==> src/rtl/cpu_bus_pkg.sv <==
// Shared CPU data-bus definitions: default bus widths and the arbiter state
// encoding, reused by the data-memory arbiter, the loader and the peripheral bridge.
package cpu_bus_pkg;

  localparam int unsigned ADDR_W_DEF = 32;
  localparam int unsigned DATA_W_DEF = 32;

  // IDLE: CPU owns memory unless a loader grant fires; ACK: cycle after a loader access.
  typedef enum logic [0:0] {
    StIdle = 1'b0,
    StAck  = 1'b1
  } bus_state_e;

endpackage

==> src/rtl/sat_counter.sv <==
// Saturating up-counter with synchronous clear and asynchronous active-low reset.
//   clk_i   : clock, rising edge
//   rst_ni  : asynchronous active-low reset, clears count
//   clr_i   : synchronous clear (dominates inc_i)
//   inc_i   : increment request, holds once MaxVal is reached
//   count_o : current count
module sat_counter #(
  parameter int unsigned Width  = 4,
  parameter int unsigned MaxVal = 8
) (
  input  logic             clk_i,
  input  logic             rst_ni,
  input  logic             clr_i,
  input  logic             inc_i,
  output logic [Width-1:0] count_o
);

  localparam logic [Width-1:0] MaxCnt = Width'(MaxVal);

  logic [Width-1:0] count_q, count_d;

  always_comb begin
    count_d = count_q;
    if (clr_i) begin
      count_d = '0;
    end else if (inc_i && (count_q != MaxCnt)) begin
      count_d = count_q + 1'b1;
    end
  end

  always_ff @(posedge clk_i or negedge rst_ni) begin
    if (!rst_ni) begin
      count_q <= '0;
    end else begin
      count_q <= count_d;
    end
  end

  assign count_o = count_q;

endmodule

==> src/rtl/dmem_arbiter.sv <==
// Single-port data-memory arbiter between the pipeline MEM stage (default owner)
// and the UART bootloader/debug port. Loader accesses use idle CPU cycles, or
// force a one-cycle CPU stall once a request has waited MAX_WAIT cycles.
//   clk, reset          : clock (rising edge), asynchronous active-low reset
//   cpu_rd/cpu_wr       : MEM-stage read/write request
//   cpu_addr/cpu_wdata  : MEM-stage address and write data
//   cpu_rdata           : read data to MEM/WB (0 while the loader owns memory)
//   cpu_stall           : hold the MEM-stage access this cycle
//   ld_req/ld_we        : loader request and direction (1 = write)
//   ld_addr/ld_wdata    : loader address and write data
//   ld_ack              : one-cycle completion pulse
//   ld_rdata            : registered loader read data
//   mem_*               : data memory port (combinational read, write at clock edge)
module dmem_arbiter
  import cpu_bus_pkg::*;
#(
  parameter int unsigned ADDR_W   = ADDR_W_DEF,
  parameter int unsigned DATA_W   = DATA_W_DEF,
  parameter int unsigned MAX_WAIT = 8
) (
  input  logic              clk,
  input  logic              reset,
  input  logic              cpu_rd,
  input  logic              cpu_wr,
  input  logic [ADDR_W-1:0] cpu_addr,
  input  logic [DATA_W-1:0] cpu_wdata,
  output logic [DATA_W-1:0] cpu_rdata,
  output logic              cpu_stall,
  input  logic              ld_req,
  input  logic              ld_we,
  input  logic [ADDR_W-1:0] ld_addr,
  input  logic [DATA_W-1:0] ld_wdata,
  output logic              ld_ack,
  output logic [DATA_W-1:0] ld_rdata,
  output logic              mem_rd,
  output logic              mem_wr,
  output logic [ADDR_W-1:0] mem_addr,
  output logic [DATA_W-1:0] mem_wdata,
  input  logic [DATA_W-1:0] mem_rdata
);

  localparam int unsigned CntW = $clog2(MAX_WAIT + 1);
  localparam logic [CntW-1:0] MaxCnt = CntW'(MAX_WAIT);

  bus_state_e state_q, state_d;
  logic [DATA_W-1:0] ld_rdata_q;
  logic [CntW-1:0] wait_cnt;
  logic cpu_busy;
  logic grant;
  logic cnt_clr;

  assign cpu_busy = cpu_rd | cpu_wr;

  // Grant only from IDLE, so the CPU can never be stalled two cycles in a row.
  always_comb begin
    grant   = 1'b0;
    state_d = StIdle;
    if (state_q == StIdle) begin
      grant   = ld_req && (!cpu_busy || (wait_cnt == MaxCnt));
      state_d = grant ? StAck : StIdle;
    end
  end

  always_comb begin
    mem_rd    = cpu_rd;
    mem_wr    = cpu_wr;
    mem_addr  = cpu_addr;
    mem_wdata = cpu_wdata;
    cpu_rdata = mem_rdata;
    if (grant) begin
      mem_rd    = !ld_we;
      mem_wr    = ld_we;
      mem_addr  = ld_addr;
      mem_wdata = ld_wdata;
      cpu_rdata = '0;
    end
  end

  assign cpu_stall = grant & cpu_busy;
  assign ld_ack    = (state_q == StAck);
  assign ld_rdata  = ld_rdata_q;

  always_ff @(posedge clk or negedge reset) begin
    if (!reset) begin
      state_q    <= StIdle;
      ld_rdata_q <= '0;
    end else begin
      state_q <= state_d;
      if (grant && !ld_we) begin
        ld_rdata_q <= mem_rdata;
      end
    end
  end

  // Counts cycles a loader request waits; cleared on grant, in ACK and on abort.
  assign cnt_clr = !ld_req || grant || (state_q == StAck);

  sat_counter #(
    .Width (CntW),
    .MaxVal(MAX_WAIT)
  ) u_wait_cnt (
    .clk_i  (clk),
    .rst_ni (reset),
    .clr_i  (cnt_clr),
    .inc_i  (ld_req),
    .count_o(wait_cnt)
  );

endmodule
==> config.mk <==
export PLATFORM = sky130hd
export DESIGN_NAME = dmem_arbiter
export DESIGN_NICKNAME = d
export VERILOG_FILES = /design/src/rtl/cpu_bus_pkg.sv /design/src/rtl/sat_counter.sv /design/src/rtl/dmem_arbiter.sv
export SDC_FILE = /design/constraint.sdc
export NUM_CORES = 1
export LEC_CHECK = 0
export ABC_AREA = 1
export BUFFER_PORTS_ARGS = -buffer_cell sky130_fd_sc_hd__buf_2
export CORE_AREA = 8 8 111 113
export DETAILED_ROUTE_END_ITERATION = 10
export DIE_AREA = 0 0 119 121
export PLACE_DENSITY = 0.65
export SLEW_MARGIN = 0
export SYNTH_ARGS = -nofsm -noshare
export SYNTH_HDL_FRONTEND = slang
export SYNTH_SLANG_ARGS = --single-unit
==> constraint.sdc <==
create_clock -name clk -period 1.5 [get_ports clk]
set_input_delay 0.3 -clock clk [delete_from_list [all_inputs] [get_ports clk]]
set_output_delay 0.3 -clock clk [all_outputs]
set_load 0.02 [all_outputs]
# Yosys cells after proc, flatten, opt, wreduce, memory -nomap -nowiden
# Cells that the tools add are included.
[word_totals] ff_bits=37 input_bits=166 output_inout_bits=132 wordCells=28
[classes] addsub=1 eq_ne=2 muxes=10 n_bitwise=2 reduce_logical=10
[op_table] op="32-bit 2-to-1 mux" n=3
[op_table] op="4-bit 2-to-1 mux" n=2
[op_table] op="1-bit 2-to-1 mux" n=5
[op_table] op="4-bit by 1-bit adder with 4-bit output (second input constant)" n=1
[op_table] op="4-bit == test (second input constant)" n=1
[op_table] op="4-bit != test (second input constant)" n=1
[op_table] op="1-bit logical AND" n=3
[op_table] op="1-bit logical NOT" n=3
[op_table] op="1-bit logical OR" n=3
[op_table] op="2-bit nonzero test" n=1
[op_table] op="1-bit bitwise AND" n=1
[op_table] op="1-bit OR" n=1

# Logic depth before layout (Yosys ltp)
# Gate-level depths: netlist of run 1.
[depth] depth_word=8 depth_mapped=9 depth_no_buf=8

# Modules after synthesis
# From an unflattened synthesis of run 1, not the netlist that was laid out.
[unflattened] hier_cells=468 hier_area_um2=2808.9
[modules_own_cells] module="dmem_arbiter" n_inst=1 cells_per_inst=434 area_each_um2=2549.9 seq_area_each_um2=825.8
[modules_own_cells] module="sat_counter" n_inst=1 cells_per_inst=34 area_each_um2=259.0 seq_area_each_um2=100.1

# Least setup slack after synthesis of run 1
# No wires, ideal clock.
[synth_timing] kind="register to output" startpoint="register u_wait_cnt.count_q[0], in the netlist u_wait_cnt.count_o[0]" endpoint="output mem_wr" t_arrival_ns=1.515 required_ns=1.200 slack_ns=-0.315 stages_incl_launch_ff=8 path_buffers=1 cell_sequence="dfrtp_1 inv_1 ha_1 nand3_2 nand2_2 nand2_4 buf_4 o21ai_0"
[synth_between] elab_chain_cells=5
[synth_rtl] element="from (decl)" line="sat_counter.sv:20" rtl="logic [Width-1:0] count_q, count_d;"
[synth_rtl] element="from (signal assigned)" line="sat_counter.sv:35" rtl="count_q <= count_d;"
[synth_rtl] element="4-bit == test" line="dmem_arbiter.sv:59" rtl="grant = ld_req && (!cpu_busy || (wait_cnt == MaxCnt));"
[synth_rtl] element="1-bit logical OR" line="dmem_arbiter.sv:59"
[synth_rtl] element="1-bit logical AND" line="dmem_arbiter.sv:59"
[synth_rtl] element="1-bit 2-to-1 mux" line="dmem_arbiter.sv:58" rtl="if (state_q == StIdle) begin"
[synth_rtl] element="1-bit 2-to-1 mux" line="dmem_arbiter.sv:70" rtl="if (grant) begin"
[synth_rtl] element="to (decl)" line="dmem_arbiter.sv:36" rtl="output logic mem_wr,"
# No other way between the ends.

# Final worst setup path of run 1
[layout_timing] startpoint="register u_wait_cnt.count_q[1], in the netlist u_wait_cnt.count_o[1]" endpoint="output cpu_rdata[16]"
[layout_between] elab_chain_cells=5
[layout_rtl] element="4-bit == test" line="dmem_arbiter.sv:59"
[layout_rtl] element="1-bit logical OR" line="dmem_arbiter.sv:59"
[layout_rtl] element="1-bit logical AND" line="dmem_arbiter.sv:59"
[layout_rtl] element="1-bit 2-to-1 mux" line="dmem_arbiter.sv:58"
[layout_rtl] element="32-bit 2-to-1 mux" line="dmem_arbiter.sv:70"
[layout_rtl] element="to (decl)" line="dmem_arbiter.sv:27" rtl="output logic [DATA_W-1:0] cpu_rdata,"
# No other way between the ends.

==> run_results.csv, run 1 <==
group,metric,value,unit
detailed_routing,via_per_inst,4.37,
final_layout,final_net_count,929,
synthesis,synth.ff_latch_count,37,
die,die_y,121,µm
grt,grtUsageTotal,18.7,%
synthesis,synth_top_area_share,36.7,%
final_layout,area_growth,122,%
sta,fin_ws,-0.519,ns
synthesis,syn_area_per_cell,5.94,µm²
die,rows,38,
synthesis,synth_area_leader_cell,"nand2_1",
pwr,leakage,3.43,nW
clocking,cts_buffers,5,
placement,place_area,4900,µm²
detailed_routing,post_drt_wl_per_cell,16.3,µm
placement,hpwl,11600,µm
detailed_routing,routed_wirelength,14700,µm
clocking,cts.sinks,37,
die,coreArea,10600,µm²
detailed_routing,vias,3944,
worst_setup_path,end_kind,"output pin",
sta,setup_viol,114,
sta,setup_tns,-45.05,ns
grt,globalRouteOverflowTotal,0,
clocking,cts_tree,"yes",
final_layout,mostFrequentLayoutCell,"buf_2",
worst_setup_path,setup.worst_path.class,"reg2out",
synthesis,syn_area,2660,µm²
sta,finalCritPeriodShare,135,%
outcome,outcome,"finished with violations",
clocking,path_clk_slew,0.08,ns
die,die_w,119,µm
grt,grt_max_degree,38,
sta,rsz0062_at_grt,"yes",
final_layout,n_antenna_cell,0,
worst_setup_path,arrival,1.72,ns
final_layout,mostFrequentLayoutCells,"buf_2, nand2_1, nand2_2",
final_layout,drive_gt1_share,62.7,%
sta,slew_viol_final,0,
detailed_routing,drtAntennaViolNets,0,
synthesis,ys_types,22,
pwr,vdd_drop_max,597,µV
sta,worstMarginPinSlew,0.423,ns
placement,io_buffers,297,
grt,antenna_found_initial,6,
worst_setup_path,critPathMaxFanout,8,
sta,finalHoldViolations,0,
synthesis,synthCells,448,
grt,grt_pass1_wl,21700,µm
sta,fmax,495,MHz
worst_setup_path,rr_startpoint,"u_wait_cnt.count_o[1]$_DFFE_PN0P_",
clocking,clock_latency,0.29,ns
synthesis,yosysWarnings,0,
detailed_routing,firstDrtPassIters,6,
sta,clock_skew,0.00723,ns
die,io_pins,298,
placement,gp_congestion,0.810,
worst_setup_path,r2r_setup_slack,-0.02,ns
die,fp.dieArea,14400,µm²
synthesis,syn_nets,616,
outcome,violations,"negative setup slack",
worst_setup_path,crit_required,1.20,ns
hold_path,holdCritStartpoint,"mem_rdata[23]",
synthesis,synth_area_leaders,"nand2_1, dfrtp_1, nand4_1",
hold_path,hold_path_class,"in2reg",
sta,timing.slew.headroom,71.8,%
clocking,cts_root_buf,"clkbuf_8",
detailed_routing,drt-initial-drc-count,113,
final_layout,fin_area,5920,µm²
pwr,total_power,4.46,mW
run,drv_cap,0,
clocking,htree_num_levels,2,
clocking,cts_buffer_depth,2,
pwr,power_density,754,nW/µm²
detailed_routing,detail_route.drc_violations,0,
worst_setup_path,critPathLaunch,"u_wait_cnt.count_o[1]$_DFFE_PN0P_",
worst_setup_path,start_kind,"flip-flop",
die,start_util,25.1,%
grt,grt_pass1_vias,3881,
sta,final.min_clock_period,2.02,ns
synthesis,ys_seq_area_share,34.8,%
## per-layer routing
metal | global-route usage, % | up-vias | routed length (µm)
li1 | - | 1984 | -
met1 | 17.8 | 1739 | 5010
met2 | 35.0 | 179 | 7750
met3 | 9.87 | 30 | 1600
met4 | 4.27 | 12 | 289
met5 | 0 | - | 85
## path summary, 6_finish.rpt
check | end | depth (start not counted)
min reg2reg | ld_rdata[18]$_DFFE_PN0P_ | 2
max reg2reg | ld_rdata[6]$_DFFE_PN0P_ | 10
min in group asynchronous | ld_rdata[22]$_DFFE_PN0P_ | 2
max | cpu_rdata[16] | 10
max in group asynchronous | ld_rdata[6]$_DFFE_PN0P_ | 3
min | ld_rdata[23]$_DFFE_PN0P_ | 3
## report_power, final
group          leakage (nW)  internal, mW  switching (mW)
clock network        0.0687         0.670           0.386
logic                  2.89         0.920            1.22
registers             0.470          1.18          0.0902
total                  3.43          2.77            1.69
## registers in the layout, summed over array words and instances (netlist names)
register and cells:
ld_ack 1, ld_rdata 32, u_wait_cnt.count_o 4
## kinds of logic after synthesis
family                     count (synthesis)  synth area share (%)
buffers and inverters                     70                  12.0
adders and majority gates                  2                 0.940
and+or+nand+nor                          335                  51.3
AOI/OAI and AO/OA                          2                 0.376
DFF                                       37                  34.8
xor gates and xnor gates                   2                 0.658
## per-stage QoR
| step | setup slack, ns | util (%) | cells | hold slack, ns |
|---|---|---|---|---|
| floorplan | -0.118 | - | 448 | 0.00441 |
| global placement | -0.300 | 46.3 | 886 | 0.253 |
| detailed placement | -0.349 | 46.3 | 886 | 0.254 |
| CTS | -0.548 | 52.3 | 898 | 0.260 |
| global route | -0.597 | 55.8 | 902 | 0.265 |
| finish | -0.519 | 55.8 | 902 | 0.263 |
## cells in the mapped netlist (all sizes together)
cell	instances
nand4	32
clkbuf	8
ha	2
o21ai	1
nand3	4
a21oi	1
nor2	37
xor2	1
nand2	262
dfrtp	37
clkinv	1
buf	21
xnor2	1
inv	40
## critical path, cell delays in order (launching register included)
cell	delay [ns]
dfrtp_1	0.37
inv_2	0.06
ha_4	0.16
nand3_4	0.06
nand2_4	0.07
nand2_8	0.13
clkinv_8	0.09
buf_8	0.14
buf_12	0.14
nor2_4	0.09
buf_6	0.12
## repair_timing
item	CTS	global route
gates cloned	3	2
setup buffers	0	3
endpoints found under the setup margin	131	134
resized for setup	144	92
pin swaps	3	1
hold buffers	1	0
endpoints found under the hold margin	16	0
## layout make-up
cell class	count	area, µm²
clock inverters	3	68.8
clock buffers	5	68.8
repair buffers	334	2520
multi-input cells	341	1980
repair inverters	1	16.3
flip-flops and latches	37	926
fillers	1014	4680
well taps	140	175
inverters	41	166
Power figures use the tool's default switching activity.
==> run 2: changes to the inputs <==
--- a/config.mk
+++ b/config.mk
@@ -10,7 +10,7 @@
 export CORE_AREA = 8 8 111 113
 export DETAILED_ROUTE_END_ITERATION = 10
 export DIE_AREA = 0 0 119 121
-export PLACE_DENSITY = 0.65
+export PLACE_DENSITY = 0.76
 export SLEW_MARGIN = 0
 export SYNTH_ARGS = -nofsm -noshare
 export SYNTH_HDL_FRONTEND = slang
==> run 2 against run 1 <==
The run still ends with negative setup slack left. Global-route usage is 1.3 points higher. Maximum frequency decreased by 5.3%. Final area increased by 9.4%. Clock skew increased by 0.0011 ns. Die area unchanged. Clock power decreased by 34%. Flip-flop and latch count unchanged. Largest power group unchanged.
==> run_results.csv, run 2 (synthesized netlist as in run 1, its figures left out) <==
group,metric,value,unit
outcome,outcome,"finished with violations",
outcome,violations,"negative setup slack",
final_layout,final_net_count,946,
die,coreArea,10600,µm²
detailed_routing,via_per_inst,4.62,
final_layout,drive_gt1_share,67.4,%
final_layout,largest_register_ffs,32,
worst_setup_path,end_kind,"output pin",
detailed_routing,firstDrtPassIters,5,
clocking,path_clk_slew,0.08,ns
detailed_routing,drtAntennaViolNets,0,
sta,rsz0062_at_grt,"yes",
sta,slew_viol_final,0,
placement,gp_congestion,0.836,
worst_setup_path,critPathMaxFanout,8,
sta,clock_skew,0.00834,ns
detailed_routing,vias,4252,
worst_setup_path,path_common_cell,"buf_12",
final_layout,fin_util,61.1,%
die,start_util,25.1,%
detailed_routing,routed_wirelength,16400,µm
die,die_w,119,µm
pwr,power_density,672,nW/µm²
die,fp.dieArea,14400,µm²
die,die_y,121,µm
final_layout,finalNonFillerCells,920,
sta,whs,0.265,ns
final_layout,mostFrequentLayoutCells,"buf_2, nand2_1, buf_6",
sta,final.min_clock_period,2.13,ns
detailed_routing,detail_route.drc_violations,0,
worst_setup_path,crit_chain,"inv_1 -> ha_2 -> nand3_4 -> nand2_4 -> nand2_8 -> inv_12 -> buf_12 -> buf_12 -> nor2_4 -> buf_6",
placement,hpwl,10900,µm
clocking,cts_buffer_depth,2,
sta,finalCritPeriodShare,142,%
final_layout,area_growth,143,%
final_layout,mostFrequentLayoutCell,"buf_2",
clocking,cts.sinks,37,
hold_path,hold_path_class,"in2reg",
grt,grt_pass1_vias,4463,
detailed_routing,drt-initial-drc-count,202,
placement,place_area,4900,µm²
placement,io_buffers,297,
worst_setup_path,setup.worst_path.class,"reg2out",
grt,grtUsageTotal,20.1,%
worst_setup_path,start_kind,"flip-flop",
sta,timing.slew.headroom,68.5,%
grt,globalRouteOverflowTotal,0,
clocking,cts_buffers,5,
pwr,leakage,3.58,nW
sta,finalHoldViolations,0,
die,io_pins,298,
clocking,cts_root_buf,"clkbuf_8",
pwr,vdd_drop_max,396,µV
sta,setup_viol,131,
worst_setup_path,arrival,1.83,ns
clocking,clock_latency,0.29,ns
sta,worstMarginPinSlew,0.473,ns
final_layout,fin_area,6480,µm²
worst_setup_path,worst_path_max_delay_cell,"dfrtp_1",
run,drv_cap,0,
grt,grt_max_degree,35,
sta,fin_ws,-0.631,ns
sta,fmax,469,MHz
worst_setup_path,crit_required,1.20,ns
grt,grt_pass1_wl,23500,µm
detailed_routing,post_drt_wl_per_cell,17.9,µm
placement,placed_cells,889,
clocking,htree_num_levels,2,
die,rows,38,
worst_setup_path,cp_slowest_stage_delay,0.39,ns
clocking,cts_tree,"yes",
grt,antenna_found_initial,0,
run 2: cell type report:
type,instances,area [µm²]
fillers,841,4130
well taps,140,175
repair buffers,352,2860
clock inverters,3,21.3
clock buffers,5,68.8
multi-input cells,341,2260
flip-flops and latches,37,926
diodes,1,2.50
inverters,41,166
run 2: power by group:
group / switching (mW) / internal (mW) / total, mW / leakage, nW
Combinational: 1.33 / 1.05 / 2.37 / 3.07
Clock: 0.374 / 0.330 / 0.703 / 0.0445
Sequential: 0.0999 / 1.18 / 1.28 / 0.470
Total: 1.80 / 2.55 / 4.35 / 3.58
run 2: repair_timing:
item                                   CTS  global route
pin swaps                                5             6
hold buffers                             1             0
endpoints found under the hold margin   18             0
setup endpoints to repair              131           131
cloned                                   8             3
gates resized for setup                256            72
buffers inserted                         5             5
run 2: critical path, delay by kind of cell, from the launching register on:
kind | cells | cell delay, ns
buffers and inverters | 5 | 0.64
DFF | 1 | 0.39
and+or+nand+nor | 4 | 0.32
adders and majority gates | 1 | 0.19
run 2: through the flow:
stage / setup TNS [ns] / total power [mW] / worst slack (ns)
after global routing: -70.51 / 4.59 / -0.704
after detailed placement: -33.67 / 3.11 / -0.381
after floorplan: -9.24 / 2.33 / -0.118
after global placement: -31.15 / 3.08 / -0.363
final: -61.58 / 4.35 / -0.631
after CTS: -54.33 / 4.23 / -0.587
run 2: metal layers:
metal	track usage [%]	routed length, µm	part of all wire, %
met1	20.7	5620	34
met2	38.1	9230	56
met3	6.24	1250	7.6
met4	5.85	330	2.0
met5	0	0	0
run 2: path summary, 6_finish.rpt:
path / endpoint / slack [ns] / cells past startpoint / start
setup / recovery: cpu_rdata[7] / -0.63 / 10 / u_wait_cnt.count_o[1]$_DFFE_PN0P_
hold / removal: ld_rdata[23]$_DFFE_PN0P_ / 0.26 / 3 / mem_rdata[23]
setup reg to reg: ld_rdata[1]$_DFFE_PN0P_ / -0.14 / 10 / u_wait_cnt.count_o[1]$_DFFE_PN0P_
hold reg to reg: ld_rdata[21]$_DFFE_PN0P_ / 0.47 / 2 / ld_rdata[21]$_DFFE_PN0P_
max in group asynchronous: ld_rdata[5]$_DFFE_PN0P_ / 0.41 / 3 / reset
min in group asynchronous: ld_rdata[18]$_DFFE_PN0P_ / 0.51 / 2 / reset
==> run 3: changes to the inputs <==
--- a/config.mk
+++ b/config.mk
@@ -10,6 +10,7 @@
 export CORE_AREA = 8 8 111 113
 export DETAILED_ROUTE_END_ITERATION = 10
 export DIE_AREA = 0 0 119 121
+export MAX_ROUTING_LAYER = met4
 export PLACE_DENSITY = 0.76
 export SLEW_MARGIN = 0
 export SYNTH_ARGS = -nofsm -noshare
==> run 3 against run 2 <==
The flow still finishes with violations (negative setup slack). Critical path depth stayed put. First-iteration DRC count is 10% higher. Maximum frequency is 0.20% lower. Via count is 0.31% higher. Die area stayed put. Critical endpoint unchanged. Core utilization hardly changed. Clock power is 0.6% higher. Flip-flop and latch count stayed put. Setup slack worse by 0.0043 ns. Register-to-register slack hardly changed.
==> run_results.csv, run 3 (synthesized netlist as in run 1, its figures left out) <==
group,metric,value,unit
outcome,outcome,"finished with violations",
outcome,violations,"negative setup slack",
sta,clock_skew,0.00984,ns
grt,globalRouteOverflowTotal,0,
worst_setup_path,crit_chain,"inv_1 -> ha_2 -> nand3_4 -> nand2_4 -> nand2_8 -> inv_12 -> buf_12 -> buf_12 -> nor2_4 -> buf_6",
clocking,cts_tree,"yes",
pwr,combPwrFrac,54.5,%
worst_setup_path,arrival,1.84,ns
worst_setup_path,critPathMaxFanout,8,
final_layout,largest_register_ffs,32,
final_layout,drive_gt1_share,67.7,%
sta,setup_viol,131,
die,coreArea,10600,µm²
pwr,switching_power,1.81,mW
die,io_pins,298,
die,rows,38,
hold_path,whs_path_depth,3,
sta,finalHoldViolations,0,
placement,gp_congestion,0.849,
sta,worstMarginPinSlew,0.485,ns
grt,grt_max_degree,35,
final_layout,area_growth,143,%
pwr,leakage,3.58,nW
detailed_routing,vias,4265,
placement,hpwl,10900,µm
grt,grt_pass1_vias,4462,
final_layout,num-fill-cells,832,
pwr,power_density,673,nW/µm²
clocking,path_clk_slew,0.08,ns
detailed_routing,via_per_inst,4.64,
final_layout,multi_input_area,2260,µm²
final_layout,finalNonFillerCells,920,
placement,place_ws,-0.381,ns
placement,placed_cells,889,
pwr,pwr-share-clk,16.2,%
sta,final.min_clock_period,2.14,ns
sta,fmax,468,MHz
detailed_routing,post_drt_wl_per_cell,17.9,µm
detailed_routing,firstDrtPassIters,4,
worst_setup_path,cp_slowest_stage_delay,0.39,ns
hold_path,hold_path_class,"in2reg",
sta,rsz0062_at_grt,"yes",
pwr,total_power,4.36,mW
final_layout,fin_util,61.1,%
die,fp.dieArea,14400,µm²
final_layout,regArea,926,µm²
sta,fin_ws,-0.636,ns
sta,finalCritPeriodShare,142,%
sta,slew_viol_final,0,
final_layout,final_net_count,946,
worst_setup_path,start_kind,"flip-flop",
pwr,switching_share,41.4,%
worst_setup_path,path_common_cell,"buf_12",
grt,antenna_found_initial,0,
pwr,vdd_drop_max,398,µV
die,die_w,119,µm
clocking,cts_buffers,5,
worst_setup_path,crit_required,1.20,ns
run,drv_cap,0,
final_layout,mostFrequentLayoutCell,"buf_2",
grt,grt_pass1_wl,23400,µm
worst_setup_path,setup.worst_path.class,"reg2out",
placement,io_buffers,297,
die,die_y,121,µm
detailed_routing,drtAntennaViolNets,0,
clocking,clock_latency,0.29,ns
sta,timing.slew.headroom,67.7,%
die,start_util,25.1,%
clocking,htree_num_levels,2,
detailed_routing,detail_route.drc_violations,0,
worst_setup_path,worst_path_max_delay_cell,"dfrtp_1",
detailed_routing,drt-initial-drc-count,223,
pwr,p_int,2.55,mW
clocking,cts_buffer_depth,2,
final_layout,mostFrequentLayoutCells,"buf_2, nand2_1, buf_6",
clocking,cts_root_buf,"clkbuf_8",
clocking,cts.sinks,37,
pwr,p_seq_share,29.3,%
worst_setup_path,end_kind,"output pin",
detailed_routing,routed_wirelength,16400,µm
worst_setup_path,rr_worst_depth,10,
grt,grtUsageTotal,20.7,%
run 3: cell types whose count changed in the layout (fill, tap and decap cells not counted):
cell | previous run | this run
nand2_2 | 78 | 80
nand2_1 | 136 | 134
run 3: per-layer routing:
| metal | vias up | GRT usage [%] | routed length (µm) |
|---|---|---|---|
| li1 | 2029 | - | - |
| met3 | 28 | 4.61 | 981 |
| met4 | 0 | 5.85 | 385 |
| met1 | 2016 | 21.8 | 5900 |
| met5 | - | - | 0 |
| met2 | 192 | 38.1 | 9170 |
run 3: worst paths after layout:
check	from	to	slack, ns
min	mem_rdata[14]	ld_rdata[14]$_DFFE_PN0P_	0.26
max reg2reg	u_wait_cnt.count_o[1]$_DFFE_PN0P_	ld_rdata[1]$_DFFE_PN0P_	-0.14
max	u_wait_cnt.count_o[1]$_DFFE_PN0P_	cpu_rdata[7]	-0.64
min in group asynchronous	reset	ld_rdata[18]$_DFFE_PN0P_	0.51
max in group asynchronous	reset	ld_rdata[5]$_DFFE_PN0P_	0.40
min reg2reg	ld_rdata[21]$_DFFE_PN0P_	ld_rdata[21]$_DFFE_PN0P_	0.47
run 3: repair_timing:
| action | in CTS | in global routing |
|---|---|---|
| pin swaps | 5 | 6 |
| endpoints found under the hold margin | 18 | 0 |
| endpoints found under the setup margin | 131 | 131 |
| hold buffers | 1 | 0 |
| gates cloned | 8 | 3 |
| buffers inserted | 5 | 5 |
| resized for setup | 256 | 74 |
run 3: worst max-delay path: cells and delay by family (launching register included):
| family | cells | cell delay [ns] |
|---|---|---|
| buf+inv | 5 | 0.64 |
| flops | 1 | 0.39 |
| simple gates | 4 | 0.32 |
| fa+ha+maj | 1 | 0.19 |
run 3: metrics by stage:
step | hold slack (ns) | setup TNS, ns | area [µm²]
CTS | 0.251 | -54.33 | 6090
floorplan | 0.00441 | -9.24 | 3130
global route | 0.254 | -70.53 | 6480
global placement | 0.270 | -31.15 | 4900
detailed placement | 0.273 | -33.67 | 4900
finish | 0.261 | -62.03 | 6480
run 3: layout make-up:
class,count,area share [%]
Multi-Input combinational cell,341,34.9
Clock buffer,5,1.06
Antenna cell,1,0.0386
Inverter,41,2.57
Timing Repair Buffer,352,44.1
Sequential cell,37,14.3
Clock inverter,3,0.328
Tap cell,140,2.70
run 3: power groups by stage:
stage | Clock (mW) | Sequential (mW) | Combinational (mW)
finish | 0.707 | 1.28 | 2.38
global route | 0.765 | 1.30 | 2.53
floorplan | 0 | 1.51 | 0.814
global placement | 0 | 1.29 | 1.79
CTS | 0.729 | 1.28 | 2.23
detailed placement | 0 | 1.29 | 1.82
